$ cat src/rtl/alu_cmd_sequencer.sv
`default_nettype none
// +--------------------------------------------------------------------------+
// | alu_cmd_sequencer: buffers ALU commands in a FIFO and issues them on the  |
// | start/done port; optional watchdog enabled by ALU_SEQ_TIMEOUT_EN.         |
// | Revision: 1.0                                                             |
// +--------------------------------------------------------------------------+
module alu_cmd_sequencer #(
  parameter int DEPTH   = 4,
  parameter int TIMEOUT = 15
) (
  input  logic        clk,
  input  logic        reset_n,
  input  logic        cmd_valid,
  output logic        cmd_ready,
  input  logic [7:0]  cmd_a,
  input  logic [7:0]  cmd_b,
  input  logic [2:0]  cmd_op,
  output logic [7:0]  alu_A,
  output logic [7:0]  alu_B,
  output logic [2:0]  alu_op,
  output logic        alu_start,
  input  logic        alu_done,
  input  logic [15:0] alu_result,
  output logic        rsp_valid,
  input  logic        rsp_ready,
  output logic [15:0] rsp_result,
  output logic [2:0]  rsp_op,
  output logic        rsp_err,
  output logic        busy
);

  localparam int PW = (DEPTH > 1) ? $clog2(DEPTH) : 1;
  localparam int CW = $clog2(DEPTH + 1);

  typedef enum logic [1:0] {
    IDLE  = 2'd0,
    ISSUE = 2'd1,
    GAP   = 2'd2
  } state_t;

  logic [18:0]   fifo_mem [DEPTH];
  logic [PW-1:0] wr_ptr_q, wr_ptr_d, rd_ptr_q, rd_ptr_d;
  logic [CW-1:0] count_q, count_d;
  state_t        state_q, state_d;
  logic [7:0]    alu_a_q, alu_a_d, alu_b_q, alu_b_d;
  logic [2:0]    alu_op_q, alu_op_d;
  logic          alu_start_q, alu_start_d;
  logic          rsp_valid_q, rsp_valid_d;
  logic [15:0]   rsp_result_q, rsp_result_d;
  logic [2:0]    rsp_op_q, rsp_op_d;
  logic          rsp_err_q, rsp_err_d;

  logic          fifo_full, fifo_empty, push, pop, tmo_hit;
  logic [18:0]   head;

  assign fifo_full  = (count_q == CW'(DEPTH));
  assign fifo_empty = (count_q == '0);
  assign cmd_ready  = reset_n && !fifo_full;
  assign push       = cmd_valid && cmd_ready;
  // rsp_valid is the registered value, so a response drained this cycle delays issue by one
  assign pop        = (state_q == IDLE) && !fifo_empty && !rsp_valid_q;
  assign head       = fifo_mem[rd_ptr_q];

  always_ff @(posedge clk) begin
    if (push) begin
      fifo_mem[wr_ptr_q] <= {cmd_op, cmd_a, cmd_b};
    end
  end

  always_comb begin
    wr_ptr_d = wr_ptr_q;
    rd_ptr_d = rd_ptr_q;
    count_d  = count_q;
    if (push) wr_ptr_d = wr_ptr_q + PW'(1);
    if (pop)  rd_ptr_d = rd_ptr_q + PW'(1);
    case ({push, pop})
      2'b10:   count_d = count_q + CW'(1);
      2'b01:   count_d = count_q - CW'(1);
      default: count_d = count_q;
    endcase
  end

`ifdef ALU_SEQ_TIMEOUT_EN
  localparam int TW = $clog2(TIMEOUT + 1);
  logic [TW-1:0] tmo_cnt_q, tmo_cnt_d;

  assign tmo_hit = (state_q == ISSUE) && (tmo_cnt_q == TW'(TIMEOUT));

  always_comb begin
    tmo_cnt_d = tmo_cnt_q;
    if (state_q != ISSUE) begin
      tmo_cnt_d = '0;
    end else if (!alu_done && !tmo_hit) begin
      tmo_cnt_d = tmo_cnt_q + TW'(1);
    end
  end

  always_ff @(posedge clk) begin
    if (!reset_n) tmo_cnt_q <= '0;
    else          tmo_cnt_q <= tmo_cnt_d;
  end
`else
  assign tmo_hit = (TIMEOUT < 0);
`endif

  always_comb begin
    state_d      = state_q;
    alu_a_d      = alu_a_q;
    alu_b_d      = alu_b_q;
    alu_op_d     = alu_op_q;
    alu_start_d  = alu_start_q;
    rsp_valid_d  = rsp_valid_q;
    rsp_result_d = rsp_result_q;
    rsp_op_d     = rsp_op_q;
    rsp_err_d    = rsp_err_q;

    if (rsp_valid_q && rsp_ready) rsp_valid_d = 1'b0;

    case (state_q)
      IDLE: begin
        if (pop) begin
          alu_op_d = head[18:16];
          alu_a_d  = head[15:8];
          alu_b_d  = head[7:0];
          if (head[18:16] != 3'b000) begin
            alu_start_d = 1'b1;
            state_d     = ISSUE;
          end else begin
            // the ALU never answers a no-op, so respond locally
            rsp_result_d = 16'h0000;
            rsp_op_d     = 3'b000;
            rsp_err_d    = 1'b0;
            rsp_valid_d  = 1'b1;
          end
        end
      end
      ISSUE: begin
        if (alu_done) begin
          rsp_result_d = alu_result;
          rsp_op_d     = alu_op_q;
          rsp_err_d    = 1'b0;
          rsp_valid_d  = 1'b1;
          alu_start_d  = 1'b0;
          state_d      = GAP;
        end else if (tmo_hit) begin
          rsp_result_d = 16'h0000;
          rsp_op_d     = alu_op_q;
          rsp_err_d    = 1'b1;
          rsp_valid_d  = 1'b1;
          alu_start_d  = 1'b0;
          state_d      = GAP;
        end
      end
      GAP:     state_d = IDLE;
      default: state_d = IDLE;
    endcase
  end

  always_ff @(posedge clk) begin
    if (!reset_n) begin
      wr_ptr_q     <= '0;
      rd_ptr_q     <= '0;
      count_q      <= '0;
      state_q      <= IDLE;
      alu_a_q      <= '0;
      alu_b_q      <= '0;
      alu_op_q     <= '0;
      alu_start_q  <= 1'b0;
      rsp_valid_q  <= 1'b0;
      rsp_result_q <= '0;
      rsp_op_q     <= '0;
      rsp_err_q    <= 1'b0;
    end else begin
      wr_ptr_q     <= wr_ptr_d;
      rd_ptr_q     <= rd_ptr_d;
      count_q      <= count_d;
      state_q      <= state_d;
      alu_a_q      <= alu_a_d;
      alu_b_q      <= alu_b_d;
      alu_op_q     <= alu_op_d;
      alu_start_q  <= alu_start_d;
      rsp_valid_q  <= rsp_valid_d;
      rsp_result_q <= rsp_result_d;
      rsp_op_q     <= rsp_op_d;
      rsp_err_q    <= rsp_err_d;
    end
  end

  assign alu_A      = alu_a_q;
  assign alu_B      = alu_b_q;
  assign alu_op     = alu_op_q;
  assign alu_start  = alu_start_q;
  assign rsp_valid  = rsp_valid_q;
  assign rsp_result = rsp_result_q;
  assign rsp_op     = rsp_op_q;
  assign rsp_err    = rsp_err_q;
  assign busy       = (state_q != IDLE) || !fifo_empty;

endmodule
`default_nettype wire

$ cat config.mk
export PLATFORM = sky130hd
export DESIGN_NAME = alu_cmd_sequencer
export DESIGN_NICKNAME = d
export VERILOG_FILES = /design/src/rtl/alu_cmd_sequencer.sv
export SDC_FILE = /design/constraint.sdc
export NUM_CORES = 1
export LEC_CHECK = 0
export CAP_MARGIN = 30
export CORE_UTILIZATION = 28
export DETAILED_ROUTE_END_ITERATION = 12
export PLACE_DENSITY = 0.54
export SYNTH_ARGS = -nofsm -noshare
export SYNTH_HDL_FRONTEND = slang
export SYNTH_SLANG_ARGS = --single-unit
$ cat constraint.sdc
create_clock -name clk -period 3.2 [get_ports clk]
set_input_delay 0.64 -clock clk [delete_from_list [all_inputs] [get_ports clk]]
set_output_delay 0.64 -clock clk [all_outputs]
set_load 0.01 [all_outputs]
==> Word level (Yosys, flattened, before mapping) <==
Memory sizes are Yosys's and may differ from the RTL's. A register that Yosys moved wholly into a read port is not among the register bits.
Cells that the tools add are included.
{ "word_totals": {"wordCells": 73, "n_memories": 1, "in_bits": 40, "ramBits": 76, "out_inout_bits": 43, "reg_bits": 50} }
{ "op_classes": {"mux": 29, "n_reduce_logical": 19, "addsub": 4, "eq_ne": 8} }
{ "mem_list": {"columns": ["memory", "words", "width", "rd", "rd_ports_with_merged_regs", "wr", "line_no", "rtl"], "rows": [
  ["fifo_mem", 4, 19, 1, 1, 1, "41", "logic [18:0] fifo_mem [DEPTH];"]
]} }
{ "ops": {"columns": ["cell", "n"], "rows": [
  ["2-to-1 mux 16 bit", 3],
  ["one-hot mux 16 bit (2 select lines)", 1],
  ["one-hot mux 3 bit (2 select lines)", 2],
  ["2-to-1 mux 1 bit", 11],
  ["2-to-1 mux 2 bit", 5],
  ["2-to-1 mux 3 bit", 3],
  ["AND reduction 4 bit", 2],
  ["inequality test 2 bit (second input constant)", 3],
  ["one-hot mux 1 bit (2 select lines)", 3],
  ["nonzero test 2 bit", 3],
  ["logical AND 1 bit", 5],
  ["adder 2 x 1 -> 2 bit (second input constant)", 2],
  ["== test 2 x 1 -> 1 bit (second input constant)", 2],
  ["one-hot mux 2 bit (2 select lines)", 1],
  ["adder 3 x 1 -> 3 bit (second input constant)", 1],
  ["== test 3 bit (second input constant)", 1],
  ["zero test 1 bit", 3],
  ["zero test 3 bit", 1],
  ["AND reduction 3 bit", 1],
  ["nonzero test 3 bit", 1],
  ["subtractor 3 x 1 -> 3 bit (second input constant)", 1],
  ["== test 2 bit (second input constant)", 1],
  ["zero test 2 bit", 1],
  ["inequality test 2 x 1 -> 1 bit (second input constant)", 1],
  ["2 further kinds", 2]
]} }

==> Longest topological paths before layout <==
Gate-level depths: netlist of the first run.
{ "logic_depth": {"depth_word": 6, "depth_mapped": 11, "depth_no_buf": 9} }

==> Least setup slack after synthesis of the first run <==
OpenSTA, ideal clock, no wires.
{ "synth_path": {"path_type": "register -> register", "startpoint": "register count_q[0]", "endpoint": "register count_q[2]", "path_stages_with_launch": 12, "period_less_slack_ns": 2.503, "setup_ns": 0.071, "required_time_ns": 3.129, "path_buffers": 2, "path_slack_ns": 0.697, "arrival_ns": 2.432, "cell_sequence": "dfxtp_1 > nor3_1 > or4_1 > buf_2 > clkinv_1 > buf_2 > ha_1 > inv_1 > fa_1 > xor2_1 > or3_1 > a21oi_1"} }
{ "synth_via": {"elab_chain_len": 6, "word_cells_on_any_way": 14, "classes_between": "add/sub (2); eq/ne (3); mux (1); reduce/logical (8)"} }
{ "synth_lines": {"columns": ["item", "line_no", "rtl"], "rows": [
  ["from (decl)", "43", "logic [CW-1:0] count_q, count_d;"],
  ["from (signal assigned)", "176", "count_q <= count_d;"],
  ["zero test 3 bit *", "57", "assign fifo_empty = (count_q == '0);"],
  ["zero test 1 bit *", "61", "assign pop = (state_q == IDLE) && !fifo_empty && !rsp_valid_q;"],
  ["logical AND 1 bit * (2 in series)", "61", null],
  ["net pop", "53", "logic fifo_full, fifo_empty, push, pop, tmo_hit;"],
  ["== test 2 x 1 -> 1 bit / == test 2 bit (equally long branches)", "76", "case ({push, pop})"],
  ["one-hot mux 3 bit (2 select lines) / nonzero test 2 bit (equally long branches)", null, null]
]} }
Mark *: on every way through the listed nets, which the timed path passes. The rest lies on a longest branch.
A chain may end at the register's enable or synchronous reset.

==> Final worst setup path of the first run <==
{ "layout_path": {"startpoint": "input reset_n", "endpoint": "output cmd_ready"} }
{ "layout_via": {"elab_chain_len": 1} }
{ "layout_lines": {"columns": ["item", "line_no", "rtl"], "rows": [
  ["from (decl)", "12", "input logic reset_n,"],
  ["logical AND 1 bit", "58", "assign cmd_ready = reset_n && !fifo_full;"],
  ["to (decl)", "14", "output logic cmd_ready,"]
]} }
Every way passes these cells.

==> impl_metrics.tcl, run 1 <==
set metrics [dict create \
    status "complete, no violations" \
    internal-power_uw 3810 \
    ys_warn_count 0 \
    cpMostUsedCell "clkdlybuf4s50_1" \
    cts_root_buffer "clkbuf_16" \
    drc 0 \
    critPathTopFamily "buffers and inverters" \
    routedWlPerCell_microns 15.2 \
    p_clk_share_pct 36.1 \
    tns_ns 0 \
    overflow 0 \
    dieWidth_microns 131 \
    grt_max_degree 24 \
    synth_cells 301 \
    worst-slew-pin-transition_ns 0.707 \
    numCtsBuffers 17 \
    wl_mm 9.51 \
    start_util_pct 29.0 \
    synth.largest_area_cell "edfxtp_1" \
    worst_path_largest_cell_delay_ns 0.57 \
    pre_cts_slack_ns 0.489 \
    yosysMostFrequentCell "edfxtp_1" \
    synth_nets 347 \
    path_max_fanout 4 \
    gp_congestion 0.677 \
    vias_per_cell 4.43 \
    htreeDepth 4 \
    ctsResizeCount 0 \
    num_io_pins 83 \
    placed_area_sq_mm 0.00574 \
    avgSynthCellArea_sq_um 15.5 \
    post-cts-setup-buffers 0 \
    port_buffers 81 \
    synth_ff_type "edfxtp_1" \
    grt_antenna_before_repair 0 \
    synthArstFlopShare_pct 0 \
    yosys-top-cells-area "edfxtp_1 (49%), dfxtp_1 (22%), mux4_2 (6.8%)" \
    switching_share_pct 28.3 \
    rsz0062_at_grt "no" \
    path_clk_slew_ns 0.06 \
    crit_chain "clkdlybuf4s50_1 -> inv_1 -> a21oi_1 -> clkdlybuf4s50_1" \
    die_h_microns 131 \
    yosysSeqAreaShare_pct 71.0 \
    design_area_sq_mm 0.00634 \
    drv_cap 0 \
    peakVddDrop_uv 435 \
    antenna_cells 0 \
    crit_required_ns 2.56 \
    drtIter0Drc 140 \
    fmax_ghz 0.379 \
    postCtsHoldBufs 0 \
    ys_ff_latch 127 \
    synth-edff-count 76 \
    slew_viol_final 0 \
    power.share.combinational_pct 24.6 \
    p_switching_uw 1500 \
    cts.sink_count 127 \
    crit_buf_inv 3 \
    row_count 46 \
    setup_viol 0 \
    p_leak_uw 0.00217 \
    slew_headroom_pct 52.7 \
    period_minus_slack_ns 2.64 \
    grt_pass1_wl_mm 14.6 \
    grt_pass1_vias 2753 \
    finalClockSkew_ns 0.00454 \
    p_per_area_mw_per_mm2 838 \
    synth_common_cells "edfxtp_1 (76), dfxtp_1 (51), nand2_1 (42)" \
    drive_above_1_share_pct 13.9 \
    power_frac_seq_pct 39.3 \
    clock_path_buffers 2 \
    ant_nets 0 \
    die_area_sq_mm 0.0171 \
    nNetsFinal 443 \
    cp-start-kind "primary input" \
    end_kind "primary output" \
    core_area_sq_mm 0.0161 \
    syn_to_final_growth_pct 36.2 \
    synth_top_cell_area_share_pct 49.0 \
    holdCritPathClass "flip-flop to flip-flop" \
    drt-pass1-iter-count 4 \
    dp_hpwl_mm 6.08 \
    synth_area_sq_mm 0.00465 \
    synth.distinct_cells 39 \
    cts_tree "yes" \
    slowest_stage "clkdlybuf4s50_1" \
    path_class "primary input to primary output" \
    finalCritPeriodShare_pct 82.6 \
    num_vias 2776 \
    arrival_ns 2.00 \
    finalHoldViolations 0 \
    insertion_delay_ns 0.41 \
    grt_usage_pct 12.0 \
    layout_setup_ws_ns 0.558 \
]
[layout by cell type, fill, tap and decap left out, drive strengths merged]
master	synthesis	layout
or4	1	1
xnor2	3	3
or3	1	1
a211oi	1	1
nor4bb	1	1
clkinv	1	10
mux2i	1	1
edfxtp	76	76
clkbuf	8	17
nor2	13	13
o21a	1	1
o31ai	1	1
fa	1	1
buf	8	12
a22o	19	19
ha	5	5
nand2b	1	1
nand3	1	1
conb	1	1
inv	8	9
and3b	1	1
a31oi	2	2
xor2	2	2
mux4	19	19
dfxtp	51	51
nor3	2	2
and2	4	4
a21oi	23	23
o21ai	1	1
bufinv	0	3
nand3b	1	1
clkinvlp	0	2
nand2	42	42
clkdlybuf4s50	0	81
nor3b	1	1
[registers in the layout (all words and copies together) (netlist names), named ones only]
register	flops
wr_ptr_q	2
alu_op	3
fifo_mem	76
rsp_op	3
rd_ptr_q	2
rsp_result	16
alu_start	1
state_q	2
alu_B	8
rsp_valid	1
count_q	3
alu_A	8
[power groups by stage]
stage / Combinational (uW) / Clock (uW) / Sequential, uW
4_1_cts: 1340 / 1960 / 2090
5_1_grt: 1460 / 2040 / 2120
3_3_place_gp: 1310 / 0 / 2120
6_report: 1300 / 1920 / 2090
3_5_place_dp: 1330 / 0 / 2130
2_1_floorplan: 784 / 0 / 2120
[area by class of cell]
class,count,area (sq um)
Sequential cell,127,3300
Tap cell,216,270
Clock buffer,17,425
Inverter,9,33.8
Fill cell,1501,9720
Clock inverter,15,170
Multi-Input combinational cell,149,1230
Timing Repair Buffer,93,905
[worst register-to-register path, cell delays in order, from the launching register on]
cell      delay, ns
dfxtp_1        0.38
nor3_1         0.11
or4_1          0.44
clkinv_1       0.09
ha_1           0.17
inv_1          0.06
fa_1           0.37
xor2_1         0.16
or3_1          0.33
a21oi_1        0.17
[metal layers]
metal  vias up  GRT usage [%]  share of wire [%]
met1      1363           14.3                 46
li1       1317              -                  -
met2        78           18.9                 46
met3        18           5.13                6.8
met4         0           5.27                1.6
met5         -              0                  0
[cells by family after synthesis]
family | Yosys count | synth area share (%)
flip-flops | 127 | 71.0
AND/OR/NAND/NOR | 69 | 6.70
AO/OA/AOI/OAI | 48 | 7.15
buffers and inverters | 25 | 2.55
multiplexers | 20 | 9.81
adder cells (fa/ha/maj) | 6 | 1.77
XOR/XNOR | 5 | 0.941
other | 1 | 0.0806
[path summary, 6_finish.rpt]
check	from	end	slack (ns)	cells past startpoint
max	reset_n	cmd_ready	0.56	4
min	alu_B[3]	alu_B[3]	0.45	2
max reg2reg	count_q[0]	count_q[2]	0.85	9
min reg2reg	alu_B[3]	alu_B[3]	0.45	2
[per-stage QoR]
stage               hold slack, ns  instances  total power, uW  util [%]
floorplan                    0.481        301             2900         -
global route                 0.482        626             5610      39.5
finish                       0.455        626             5310      39.5
global placement             0.442        593             3430      35.7
CTS                          0.459        626             5400      39.5
detailed placement           0.451        594             3460      35.8
(Power assumes the default switching activity.)
==> run 2, diff against run 1 <==
Clock period 3.2 ns to 2.5 ns, I/O delays scaled along.
==> run 2 against run 1 <==
Effect of this change:
- setup slack worse by 0.35 ns
- final cell count up 0.48%
- sequential power grew 27%
- largest power group unchanged
- die area did not move
- clock-buffer cell count grew 4
- global-route usage hardly changed
==> impl_metrics.tcl, run 2 (synthesized netlist as in run 1, its figures left out) <==
set metrics [dict create \
    wl_mm 9.51 \
    finalCritPeriodShare_pct 91.7 \
    path_max_fanout 5 \
    num_io_pins 83 \
    grt_pass1_wl_mm 14.6 \
    p_per_area_mw_per_mm2 1070 \
    dieWidth_microns 131 \
    fmax_ghz 0.436 \
    finalHoldViolations 0 \
    peakVddDrop_uv 606 \
    period_minus_slack_ns 2.29 \
    layout_commonest_cell "clkdlybuf4s50_1" \
    clock_path_buffers 2 \
    r2r_cells 9 \
    numCtsBuffers 17 \
    p_leak_uw 0.00220 \
    critPathTopFamily "simple AND/OR/NAND/NOR gates" \
    post-cts-setup-buffers 0 \
    die_h_microns 131 \
    hold_depth 2 \
    path_clk_slew_ns 0.05 \
    cts_root_buffer "clkbuf_16" \
    routedWlPerCell_microns 15.1 \
    drt-pass1-iter-count 4 \
    drc 0 \
    p_total_uw 6830 \
    end_kind "flip-flop" \
    seq_area_sq_mm 0.00330 \
    grt_antenna_before_repair 0 \
    overflow 0 \
    cts.sink_count 127 \
    multi_input_area_sq_mm 0.00123 \
    core_area_sq_mm 0.0161 \
    postCtsHoldBufs 0 \
    drtIter0Drc 151 \
    path_class "flip-flop to flip-flop" \
    layout_common_cells "clkdlybuf4s50_1 (80), edfxtp_1 (76), dfxtp_1 (51), nand2_1 (42), a21oi_1 (22)" \
    insertion_delay_ns 0.42 \
    start_util_pct 29.0 \
    ant_nets 0 \
    nNetsFinal 446 \
    path_depth 9 \
    port_buffers 81 \
    largest_reg_flops 76 \
    grt_pass1_vias 2808 \
    antenna_cells 0 \
    dp_hpwl_mm 6.09 \
    drive_above_1_share_pct 14.5 \
    drv_cap 0 \
    slowest_stage "or4_1" \
    cp-start-kind "flip-flop" \
    die_area_sq_mm 0.0171 \
    arrival_ns 2.64 \
    cts_tree "yes" \
    finalClockSkew_ns 0.00784 \
    vias_per_cell 4.34 \
    fillers 1472 \
    htreeDepth 4 \
    ctsResizeCount 0 \
    worst_path_largest_cell_delay_ns 0.43 \
    rsz0062_at_grt "no" \
    worst-slew-pin-transition_ns 0.500 \
    setup_viol 0 \
    crit_buf_inv 2 \
    syn_to_final_growth_pct 37.4 \
    crit_required_ns 2.85 \
    num_vias 2728 \
    slew_viol_final 0 \
    gp_congestion 0.764 \
    slew_headroom_pct 66.6 \
    row_count 46 \
    grt_usage_pct 12.0 \
    final_util_pct 39.8 \
    crit_chain "nor3_1 -> or4_1 -> clkinv_1 -> ha_1 -> inv_1 -> fa_1 -> xor2_1 -> or3_1 -> a21oi_1" \
    holdCritPathClass "flip-flop to flip-flop" \
    max_flop_register "fifo_mem" \
    grt_max_degree 30 \
    status "complete, no violations" \
]
run 2: cell count changes in the layout (fill, tap and decap cells not counted), sizes merged:
| cell | delta |
|---|---|
| buf | +3 |
| clkbuf | +4 |
| clkdlybuf4s50 | -1 |
| clkinv | -5 |
| clkinvlp | +2 |
| dlymetal6s2s | +1 |
| inv | -1 |
run 2: power by group:
part,switching [uW],leakage [uW],internal [uW]
Combinational,872,0.000811,866
Clock,866,0.000279,1580
Sequential,161,0.00111,2490
run 2: worst paths after layout:
| path | start | slack [ns] | endpoint |
|---|---|---|---|
| worst min-delay path | alu_B[6] | 0.45 | alu_B[6] |
| worst min register to register | alu_B[6] | 0.45 | alu_B[6] |
| worst max-delay path | count_q[2] | 0.21 | count_q[2] |
| worst max register to register | count_q[2] | 0.21 | count_q[2] |
run 2: worst min-delay path, delay by kind of cell, from the launching register on:
kind            cells  cell delay (ns)
simple gates        1             0.05
compound gates      1             0.05
flops               1             0.30
run 2: routing by layer:
layer	global-route usage, %	part of all wire [%]
met1	13.6	45
met2	20.0	48
met3	5.09	5.9
met4	4.80	1.3
met5	0	0
run 2: final cells by class:
type / count / share of cell area, %
Timing Repair Buffer: 96 / 15.1
Sequential cell: 127 / 51.7
Multi-Input combinational cell: 149 / 19.3
Inverter: 9 / 0.528
Clock buffer: 21 / 7.05
Clock inverter: 11 / 2.19
Tap cell: 216 / 4.23
run 2: per-stage QoR:
stage | setup TNS, ns | setup WS, ns | area, sq um | hold slack [ns] | instances
2_1_floorplan | 0 | 0.0381 | 4660 | 0.481 | 301
3_3_place_gp | 0 | 0.0667 | 5800 | 0.446 | 597
3_5_place_dp | -0.0426 | -0.0426 | 5800 | 0.450 | 597
4_1_cts | 0 | 0.0619 | 6390 | 0.458 | 629
5_1_grt | 0 | 0.108 | 6390 | 0.476 | 629
6_report | 0 | 0.209 | 6390 | 0.454 | 629
